$ cat src/rtl/pps_gen_multi.sv
`default_nettype none
// ============================================================================
//  Module   : pps_gen_multi
//  Purpose  : Programmable PPS epoch generator with NUM_PULSE shaped pulse
//             outputs, NUM_EM event-mark timestampers and a CPU counter latch,
//             attached to the gnss_top host register bus.
//  Revision : 1.0  initial release
// ============================================================================
module pps_gen_multi #(
    parameter int CNT_W     = 31,
    parameter int DELAY_W   = 16,
    parameter int WIDTH_W   = 30,
    parameter int PCNT_W    = 8,
    parameter int NUM_PULSE = 4,
    parameter int NUM_EM    = 2
) (
    input  logic                 clk,
    input  logic                 rst,
    input  logic                 host_cs,
    input  logic                 host_rd,
    input  logic                 host_wr,
    input  logic [5:0]           host_addr,
    input  logic [31:0]          host_d4wt,
    output logic [31:0]          host_d4rd,
    input  logic                 cpu_latch,
    input  logic [NUM_EM-1:0]    event_mark,
    output logic [NUM_PULSE-1:0] pps_pulse,
    output logic                 pps_event,
    output logic                 pps_irq,
    output logic                 em_irq
);

    localparam logic [5:0] c_ADDR_CTRL        = 6'h00;
    localparam logic [5:0] c_ADDR_INTERVAL    = 6'h01;
    localparam logic [5:0] c_ADDR_ADJUST      = 6'h02;
    localparam logic [5:0] c_ADDR_STATUS      = 6'h03;
    localparam logic [5:0] c_ADDR_CLK_LATCH   = 6'h04;
    localparam logic [5:0] c_ADDR_PULSE_LATCH = 6'h05;
    localparam logic [5:0] c_EVT_HOLD         = 6'd32;

    logic                    w_wr;
    logic                    r_pps_en, r_int_en, r_em_int_en;
    logic [CNT_W-2:0]        r_interval, r_adjust;
    logic [CNT_W-1:0]        r_clk_cnt, r_clk_latch;
    logic [PCNT_W-1:0]       r_pulse_cnt, r_pulse_latch;
    logic [5:0]              r_evt_cnt;
    logic signed [CNT_W:0]   w_target;
    logic [CNT_W:0]          w_target_pos;
    logic                    w_epoch;
    logic [NUM_PULSE-1:0][31:0] w_pctrl_rd, w_pwid_rd;
    logic [NUM_EM-1:0]       w_em_valid, w_em_ovf;
    logic [NUM_EM-1:0][1:0]  w_em_edge;
    logic [NUM_EM-1:0][CNT_W-1:0]  w_em_clk;
    logic [NUM_EM-1:0][PCNT_W-1:0] w_em_pulse;
    logic [31:0]             w_status;
    logic                    w_unused;

    assign w_wr     = host_cs & host_wr;
    assign w_unused = ^{host_rd, host_d4wt};

    // Period target: INTERVAL plus signed one-shot ADJUST, clamped to at least 1.
    // INTERVAL counts the cycles after the epoch cycle, so a period spans target+1 clocks;
    // the >= test makes a late negative adjust fire at once instead of running away.
    assign w_target     = $signed({2'b00, r_interval}) + $signed({{2{r_adjust[CNT_W-2]}}, r_adjust});
    assign w_target_pos = (w_target[CNT_W] || (w_target == '0)) ? (CNT_W+1)'(1) : w_target;
    assign w_epoch      = r_pps_en && ({1'b0, r_clk_cnt} >= w_target_pos);

    assign pps_event = (r_evt_cnt != '0);
    assign pps_irq   = pps_event & r_int_en;
    assign em_irq    = (|w_em_valid) & r_em_int_en;
    assign w_status  = {8'h00, 8'(w_em_ovf), 8'(w_em_valid), 8'h00};

    // Global control registers, epoch counters, event hold timer and CPU latch.
    always_ff @(posedge clk) begin
        if (rst) begin
            r_pps_en      <= 1'b0;
            r_int_en      <= 1'b0;
            r_em_int_en   <= 1'b0;
            r_interval    <= '0;
            r_adjust      <= '0;
            r_clk_cnt     <= '0;
            r_pulse_cnt   <= '0;
            r_evt_cnt     <= '0;
            r_clk_latch   <= '0;
            r_pulse_latch <= '0;
        end else begin
            if (w_wr && host_addr == c_ADDR_CTRL) begin
                r_pps_en    <= host_d4wt[0];
                r_int_en    <= host_d4wt[1];
                r_em_int_en <= host_d4wt[2];
            end
            if (w_wr && host_addr == c_ADDR_INTERVAL)
                r_interval <= host_d4wt[CNT_W-2:0];
            // A host write in the epoch cycle survives and applies to the next period.
            if (w_wr && host_addr == c_ADDR_ADJUST)
                r_adjust <= host_d4wt[CNT_W-2:0];
            else if (w_epoch)
                r_adjust <= '0;
            if (w_epoch) begin
                r_clk_cnt   <= '0;
                r_pulse_cnt <= r_pulse_cnt + PCNT_W'(1);
            end else if (r_pps_en) begin
                r_clk_cnt   <= r_clk_cnt + CNT_W'(1);
            end
            if (w_epoch)
                r_evt_cnt <= c_EVT_HOLD;
            else if (r_evt_cnt != '0)
                r_evt_cnt <= r_evt_cnt - 6'd1;
            if (cpu_latch) begin
                r_clk_latch   <= r_clk_cnt;
                r_pulse_latch <= r_pulse_cnt;
            end
        end
    end

    generate
        for (genvar i = 0; i < NUM_PULSE; i++) begin : g_pulse
            localparam logic [5:0] c_ADDR_PCTRL = 6'(8 + 2*i);
            localparam logic [5:0] c_ADDR_PWID  = 6'(9 + 2*i);
            logic [DELAY_W-1:0] r_delay, r_dcnt;
            logic [WIDTH_W-1:0] r_width, r_wcnt;
            logic [3:0]         r_div, r_div_cnt;
            logic               r_en, r_pol, r_pend, r_high;
            logic               w_sel_ctrl, w_fire;
            logic [WIDTH_W-1:0] w_wload;

            assign w_sel_ctrl = w_wr && (host_addr == c_ADDR_PCTRL);
            assign w_fire     = w_epoch && (r_div_cnt == r_div);
            assign w_wload    = (r_width == '0) ? WIDTH_W'(1) : r_width;

            // Channel config, epoch divider, and delay/width shaping of the pulse.
            always_ff @(posedge clk) begin
                if (rst) begin
                    r_delay <= '0; r_en <= 1'b0; r_pol <= 1'b0; r_div <= '0;
                    r_width <= '0; r_div_cnt <= '0;
                    r_pend  <= 1'b0; r_dcnt <= '0; r_high <= 1'b0; r_wcnt <= '0;
                end else begin
                    if (w_sel_ctrl) begin
                        r_delay <= host_d4wt[DELAY_W-1:0];
                        r_en    <= host_d4wt[16];
                        r_pol   <= host_d4wt[17];
                        r_div   <= host_d4wt[23:20];
                    end
                    if (w_wr && host_addr == c_ADDR_PWID)
                        r_width <= host_d4wt[WIDTH_W-1:0];
                    if (w_sel_ctrl)
                        r_div_cnt <= '0;
                    else if (w_epoch)
                        r_div_cnt <= w_fire ? 4'd0 : r_div_cnt + 4'd1;
                    if (w_fire) begin
                        // Already high or no delay: (re)start the width now; else restart the delay.
                        if (r_high || r_delay == '0) begin
                            r_high <= 1'b1;
                            r_wcnt <= w_wload;
                            r_pend <= 1'b0;
                        end else begin
                            r_pend <= 1'b1;
                            r_dcnt <= r_delay;
                        end
                    end else begin
                        if (r_pend) begin
                            if (r_dcnt == DELAY_W'(1)) begin
                                r_pend <= 1'b0;
                                r_high <= 1'b1;
                                r_wcnt <= w_wload;
                            end else begin
                                r_dcnt <= r_dcnt - DELAY_W'(1);
                            end
                        end
                        if (r_high) begin
                            if (r_wcnt == WIDTH_W'(1))
                                r_high <= 1'b0;
                            else
                                r_wcnt <= r_wcnt - WIDTH_W'(1);
                        end
                    end
                end
            end

            assign pps_pulse[i]  = (r_high & r_en) ^ r_pol;
            assign w_pctrl_rd[i] = {8'h00, r_div, 2'b00, r_pol, r_en, 16'(r_delay)};
            assign w_pwid_rd[i]  = 32'(r_width);
        end

        for (genvar j = 0; j < NUM_EM; j++) begin : g_em
            localparam logic [5:0] c_ADDR_ECTRL = 6'(24 + 4*j);
            logic              r_s1, r_s2, r_prev, r_valid, r_ovf;
            logic [1:0]        r_edge;
            logic [CNT_W-1:0]  r_em_clk;
            logic [PCNT_W-1:0] r_em_pulse;
            logic              w_det, w_clr_v, w_clr_o;

            // Edge history always follows the synchroniser, so re-enabling never sees a stale edge.
            assign w_det   = (r_edge[0] & r_s2 & ~r_prev) | (r_edge[1] & ~r_s2 & r_prev);
            assign w_clr_v = w_wr && (host_addr == c_ADDR_STATUS) && host_d4wt[8+j];
            assign w_clr_o = w_wr && (host_addr == c_ADDR_STATUS) && host_d4wt[16+j];

            // Synchronise, detect edges, timestamp the first edge and flag any further ones.
            always_ff @(posedge clk) begin
                if (rst) begin
                    r_s1 <= 1'b0; r_s2 <= 1'b0; r_prev <= 1'b0;
                    r_edge <= '0; r_valid <= 1'b0; r_ovf <= 1'b0;
                    r_em_clk <= '0; r_em_pulse <= '0;
                end else begin
                    r_s1   <= event_mark[j];
                    r_s2   <= r_s1;
                    r_prev <= r_s2;
                    if (w_wr && host_addr == c_ADDR_ECTRL)
                        r_edge <= host_d4wt[1:0];
                    if (w_clr_v) r_valid <= 1'b0;
                    if (w_clr_o) r_ovf   <= 1'b0;
                    // A capture coincident with a clear wins and leaves valid set.
                    if (w_det) begin
                        if (!r_valid || w_clr_v) begin
                            r_em_clk   <= r_clk_cnt;
                            r_em_pulse <= r_pulse_cnt;
                            r_valid    <= 1'b1;
                        end else begin
                            r_ovf <= 1'b1;
                        end
                    end
                end
            end

            assign w_em_valid[j] = r_valid;
            assign w_em_ovf[j]   = r_ovf;
            assign w_em_edge[j]  = r_edge;
            assign w_em_clk[j]   = r_em_clk;
            assign w_em_pulse[j] = r_em_pulse;
        end
    endgenerate

    // Combinational read mux; unmapped addresses return zero.
    always_comb begin
        host_d4rd = '0;
        case (host_addr)
            c_ADDR_CTRL:        host_d4rd = {29'd0, r_em_int_en, r_int_en, r_pps_en};
            c_ADDR_INTERVAL:    host_d4rd = 32'(r_interval);
            c_ADDR_ADJUST:      host_d4rd = 32'(r_adjust);
            c_ADDR_STATUS:      host_d4rd = w_status;
            c_ADDR_CLK_LATCH:   host_d4rd = 32'(r_clk_latch);
            c_ADDR_PULSE_LATCH: host_d4rd = 32'(r_pulse_latch);
            default:            host_d4rd = '0;
        endcase
        for (int i = 0; i < NUM_PULSE; i++) begin
            if (host_addr == 6'(8 + 2*i)) host_d4rd = w_pctrl_rd[i];
            if (host_addr == 6'(9 + 2*i)) host_d4rd = w_pwid_rd[i];
        end
        for (int j = 0; j < NUM_EM; j++) begin
            if (host_addr == 6'(24 + 4*j)) host_d4rd = {30'd0, w_em_edge[j]};
            if (host_addr == 6'(25 + 4*j)) host_d4rd = 32'(w_em_clk[j]);
            if (host_addr == 6'(26 + 4*j)) host_d4rd = 32'(w_em_pulse[j]);
        end
    end

endmodule
`default_nettype wire
$ cat config.mk
export PLATFORM = sky130hd
export DESIGN_NAME = pps_gen_multi
export DESIGN_NICKNAME = d
export VERILOG_FILES = /design/src/rtl/pps_gen_multi.sv
export SDC_FILE = /design/constraint.sdc
export NUM_CORES = 2
export LEC_CHECK = 0
export CAP_MARGIN = 20
export CORE_UTILIZATION = 40
export CTS_BUF_LIST = sky130_fd_sc_hd__clkbuf_4 sky130_fd_sc_hd__clkbuf_8
export CTS_CLUSTER_SIZE = 10
export DETAILED_ROUTE_END_ITERATION = 10
export GPL_TIMING_DRIVEN = 1
export PLACE_DENSITY = 0.58
export SLEW_MARGIN = 20
export SYNTH_ARGS = -nofsm -noshare
export SYNTH_HDL_FRONTEND = slang
export SYNTH_SLANG_ARGS = --single-unit
$ cat constraint.sdc
create_clock -name clk -period 13.3 [get_ports clk]
set_clock_uncertainty 0.15 [all_clocks]
set_input_delay 2.66 -clock clk [delete_from_list [all_inputs] [get_ports clk]]
set_output_delay 2.66 -clock clk [all_outputs]
set_load 0.005 [all_outputs]
Word-level counts from Yosys, hierarchy flattened
Cells that the tools add are included.

cells by class
  reduce and logical (&&, ||, !) cells = 61
  eq/ne operators = 43
  bitwise logic cells = 25
  multiplexer cells = 120
  order comparisons = 1
  add/sub/neg operators = 16

operators with widths
  kind                     count
  $mux W30                 30
  $mux W32                 15
  $mux W16                 16
  $pmux W31 S6             1
  $eq A30 B1 Y1 const B    4
  $logic_not A30 Y1        4
  $sub A30 B1 Y30 const B  4
  $eq A16 B1 Y1 const B    4
  $logic_not A16 Y1        4
  $sub A16 B1 Y16 const B  4
  $mux W1                  52
  $eq A6 B4 Y1 const B     8
  $eq A6 B5 Y1 const B     6
  $add A31 B30 Y32         1
  $ge A31 B32 Y1           1
  $logic_not A32 Y1        1
  $add A31 B1 Y31 const B  1
  $logic_and A1 B1 Y1      23
  $add A4 B1 Y4 const B    4
  $eq A4 B4 Y1             4
  $mux W4                  4
  $ne A2 B2 Y1 const B     8
  $and A1 B1 Y1            15
  $eq A6 B2 Y1 const B     2
  other kinds (17)         50

word-level totals
  logic and storage cells = 333
  input port bits = 46
  register bits = 655
  output and inout port bits = 39

Depth between registers and ports, before layout
  depth after elaboration = 16
  mapped depth = 26
  mapped depth without buffers = 21

Worst setup path after synthesis
No wires, ideal clock.

  kind = in2out
  start point = input host_addr[1]
  end point = output host_d4rd[16]
  required time = 10.490 ns
  path buffers = 3
  stages = 10
  arrival = 4.483 ns
  path slack = 6.007 ns
  cell sequence = clkbuf_1 -> nor2b_1 -> nand2_1 -> nor3_1 -> clkbuf_1 -> clkbuf_1 -> a222oi_1 -> nand3_1 -> o21ai_0 -> nand4_1

between the ends
  longest elaborated chain between the ends = 16
  elaborated cells between the ends (all ways) = 35
  those cells by class = 19 x eq/ne; 15 x mux; 1 x reduce/logical

RTL lines
  item                                  RTL line  text
  start: declaration                    22        input logic [5:0] host_addr,
  $eq A6 B3 Y1 (tied with other cells)  236       case (host_addr)
  $pmux W31 S6                          236
  $mux W32                              246       if (host_addr == 6'(8 + 2*i)) host_d4rd = w_pctrl_rd[i];
  $mux W32                              247       if (host_addr == 6'(9 + 2*i)) host_d4rd = w_pwid_rd[i];
  $mux W32                              246
  $mux W32                              247
  $mux W32                              246
  $mux W32                              247
  $mux W32                              246
  $mux W32                              247
  $mux W32                              250       if (host_addr == 6'(24 + 4*j)) host_d4rd = {30'd0, w_em_edge[j]};
  $mux W32                              251       if (host_addr == 6'(25 + 4*j)) host_d4rd = 32'(w_em_clk[j]);
  $mux W32                              252       if (host_addr == 6'(26 + 4*j)) host_d4rd = 32'(w_em_pulse[j]);
  $mux W32                              250
  $mux W32                              251
  $mux W32 (*)                          252
  end: declaration                      24        output logic [31:0] host_d4rd,

Mark *: on every way between the ends. The rest lies on a longest branch, timed or not.

Worst setup path in the final report
  start point = input host_addr[3]
  end point = output host_d4rd[2]

Same word-level chain as after synthesis.

==> impl_results.md <==
- Category of the worst setup path capture point: output port
- CP Launch Type: primary input
- Placeable core region: 87300 um^2
- Initial core utilization: 40.6%
- Worst slew margin relative to its limit: 18.3%
- Share of cells above drive strength 1: 8.29%
- Minimum clock period after layout: ~10000 ps
- Number of failing hold endpoints at the final stage: 0
- Most used cells in the layout excluding fill and tap cells: sky130_fd_sc_hd__nand2_1, sky130_fd_sc_hd__dfxtp_1, sky130_fd_sc_hd__a21oi_1
- Post-CTS clock slew at the launch and capture registers of the worst setup and hold paths: 50 ps
- Via count of the routed design: 36400
- Cell area power density: 108 nW/um^2
- Synthesized instance count: 4723
- Total number of placement rows: 108
- Placed inst area: 37100 um^2
- Number of buffers inserted by post-CTS setup repair: 0
- Die outline area: around 90000 um^2
- Horizontal extent of the die: 300 um
- Vias in the first global route: 32400
- Count of final max-slew check failures: 0
- Number of nets in the final layout: 4786
- Worst min-delay path category: reg -> reg
- Max IR drop VDD: about 130 uV
- Avg WL per Cell: 24.7 um
- # Max-Cap Violations: 0
- CTS buffer count: 116
- Final setup TNS: 0 ps
- IO Count: 85
- Total congestion overflow: 0
- Warning count from the yosys run: 0
- CTS Buffer Depth: 3
- Final weighted congestion in routability-driven placement: about 0.96
- CTS tree: yes
- Total of endpoints with negative setup slack in the final report: 0
- Remaining design rule violation count: 0
- Count of H-tree levels built during CTS: 3
- Number of buffers inserted by hold repair at cts: 0
- Post-route fraction of the period consumed by the critical path: 73.3%
- First-pass detailed-route iteration total: 9
- Static leakage: 14.0 nW
- Vertical die dimension: 300 um
- Result of the run: completed
- Dominant register cell in the synthesized netlist: sky130_fd_sc_hd__dfxtp_1
- Max Clock Freq: 103 MHz
- Total half-perimeter wirelength after legalization and detailed placement: 101 mm
- Finished layout cell area: 39600 um^2
- Overall routed net length: ~150 mm
- EDFF count, synth: 0
- CTS resizes: 0
- Iteration-0 DRC Markers: 4237
- Pin count of the biggest net entering global routing: 190
- FF+latch count, synth: roughly 660
- Number of antenna violations at the first check in global routing: 7
- Most common library cell in the layout ignoring fill and taps: sky130_fd_sc_hd__nand2_1
- Buffers on Ports: 80
- FFs w/ async S/R, synth: 0%
- Synth-to-Final Area Change: 11.7%
- Setup repair after global routing missed its margin: no
- Total number of clock tree sinks: 655
- Crit Path Max Fanout: 23
- Global Route Usage Sum: 31.2%
- Drt via density: 6.17
- Start-to-end type of the worst setup path: in -> out
- Share of the core filled with cells: a little under half
- Part of the Yosys area used for sequential elements: between 30% and 40%
- Post-synthesis instance area: 35500 um^2
- Data required time of the worst path: 10490 ps
- Clock insertion delay at the later pin of the skew report: 800 ps
- Mapped Nets: 4856
- WP data arrival: 6930 ps
- Pin slew with the least headroom to its limit: 1220 ps
- Buffer cell driving the clock tree root: sky130_fd_sc_hd__clkbuf_8
- Antenna-violating nets left: 0
- Wire length of the first global-routing pass: 214 mm
- Count of distinct cell types in the synthesized netlist: 100
- Avg Synthesized Cell Area: 7.51 um^2
- Total Power Consumption: approximately 0.0043 W
-- worst paths after layout --
check / start / endpoint / slack (ps) / depth (start not counted)
worst max-delay path: host_addr[3] / host_d4rd[2] / 3560 / 11
worst min-delay path: g_em[0].r_s1$_SDFF_PP0_ / g_em[0].r_s2$_SDFF_PP0_ / 280 / 1
worst max register to register: r_adjust[16]$_SDFFE_PP0P_ / g_pulse[3].r_dcnt[4]$_SDFFE_PP0P_ / 5540 / 23
worst min register to register: g_em[0].r_s1$_SDFF_PP0_ / g_em[0].r_s2$_SDFF_PP0_ / 280 / 1
-- per-stage QoR --
| step | setup slack [ps] | cells | hold WS (ps) |
|---|---|---|---|
| 6_report | 3560 | 5895 | 285 |
| 5_1_grt | 3500 | 5894 | 295 |
| 4_1_cts | 3750 | 5893 | 290 |
| 3_5_place_dp | 3770 | 5690 | 277 |
| 3_3_place_gp | 3800 | 5690 | 264 |
| 2_1_floorplan | 6010 | 4723 | 264 |
-- Yosys cell counts (27+ instances only) --
| master | number | area (um^2) |
|---|---|---|
| sky130_fd_sc_hd__a211oi_1 | 55 | 413 |
| sky130_fd_sc_hd__a21oi_1 | 551 | 2760 |
| sky130_fd_sc_hd__a222oi_1 | 40 | 400 |
| sky130_fd_sc_hd__a22oi_1 | 87 | 653 |
| sky130_fd_sc_hd__a31oi_1 | 72 | 450 |
| sky130_fd_sc_hd__clkbuf_1 | 307 | 1150 |
| sky130_fd_sc_hd__dfxtp_1 | 655 | 13100 |
| sky130_fd_sc_hd__ha_1 | 86 | 1080 |
| sky130_fd_sc_hd__inv_1 | 60 | 225 |
| sky130_fd_sc_hd__mux2i_1 | 76 | 761 |
| sky130_fd_sc_hd__nand2_1 | 966 | 3630 |
| sky130_fd_sc_hd__nand3_1 | 176 | 881 |
| sky130_fd_sc_hd__nand4_1 | 54 | 338 |
| sky130_fd_sc_hd__nor2_1 | 357 | 1340 |
| sky130_fd_sc_hd__nor3_1 | 165 | 826 |
| sky130_fd_sc_hd__nor4_1 | 101 | 632 |
| sky130_fd_sc_hd__o211ai_1 | 27 | 203 |
| sky130_fd_sc_hd__o21ai_0 | 137 | 686 |
| sky130_fd_sc_hd__o22ai_1 | 45 | 282 |
| sky130_fd_sc_hd__or3_1 | 37 | 231 |
| sky130_fd_sc_hd__or4_1 | 33 | 248 |
| sky130_fd_sc_hd__xnor2_1 | 64 | 561 |
| sky130_fd_sc_hd__xor2_1 | 47 | 412 |
-- critical path, cell delays in order --
cell,delay (ps)
sky130_fd_sc_hd__clkdlybuf4s50_1,460
sky130_fd_sc_hd__buf_4,300
sky130_fd_sc_hd__nor2b_1,770
sky130_fd_sc_hd__nand2_1,460
sky130_fd_sc_hd__nand2_1,420
sky130_fd_sc_hd__a21oi_1,60
sky130_fd_sc_hd__o21ai_0,110
sky130_fd_sc_hd__a221o_1,180
sky130_fd_sc_hd__o221ai_1,140
sky130_fd_sc_hd__a41oi_1,700
sky130_fd_sc_hd__clkdlybuf4s50_1,650
-- cell families (layout without fill, tap and decap cells) --
group                      after synthesis  in the layout  share of synthesized area, %
AOI/OAI and AO/OA                     1319           1319                          24.0
xor gates and xnor gates               111            111                          2.74
adders and majority gates               87             87                          3.09
buffers and inverters                  414            429                          4.64
DFF                                    655            655                          37.0
muxes                                   80             80                          2.30
other                                    1              3                        0.0106
and+or+nand+nor                       2056           2056                          26.3
-- routing by layer --
layer | wire, um | share of wire, % | GRT usage (%)
met5 | 57 | 0.039 | 0
met3 | 13600 | 9.3 | 5.60
met2 | 62700 | 43 | 47.2
met4 | 7910 | 5.4 | 15.9
met1 | 61300 | 42 | 42.4
-- power breakdown --
group,total (W),internal (W),switching (W)
Combinational,0.000223,0.0000669,0.000156
Sequential,0.00199,0.00197,0.0000120
Clock,0.00206,0.00114,0.000916
-- flip-flops by register name, summed over array words and instances, names as in the netlist, 6 cells and up --
register and flops:
r_adjust 30, r_evt_cnt 6, g_em.r_em_pulse 16, g_pulse.r_div 16, g_pulse.r_dcnt 64, r_interval 30
g_em.r_em_clk 62, g_pulse.r_delay 64, r_pulse_cnt 8, r_clk_latch 31, r_pulse_latch 8, g_pulse.r_wcnt 120
g_pulse.r_div_cnt 16, g_pulse.r_width 120, r_clk_cnt 31
-- final cells by class --
class,instances,area (um^2)
Sequential cell,655,13100
Clock buffer,179,2270
Multi-Input combinational cell,3654,20900
Timing Repair Buffer,163,1430
Antenna cell,2,5.00
Fill cell,8900,47700
Inverter,63,236
Clock inverter,24,224
Tap cell,1155,1450
Note: power is estimated with default switching activity, not from simulation.
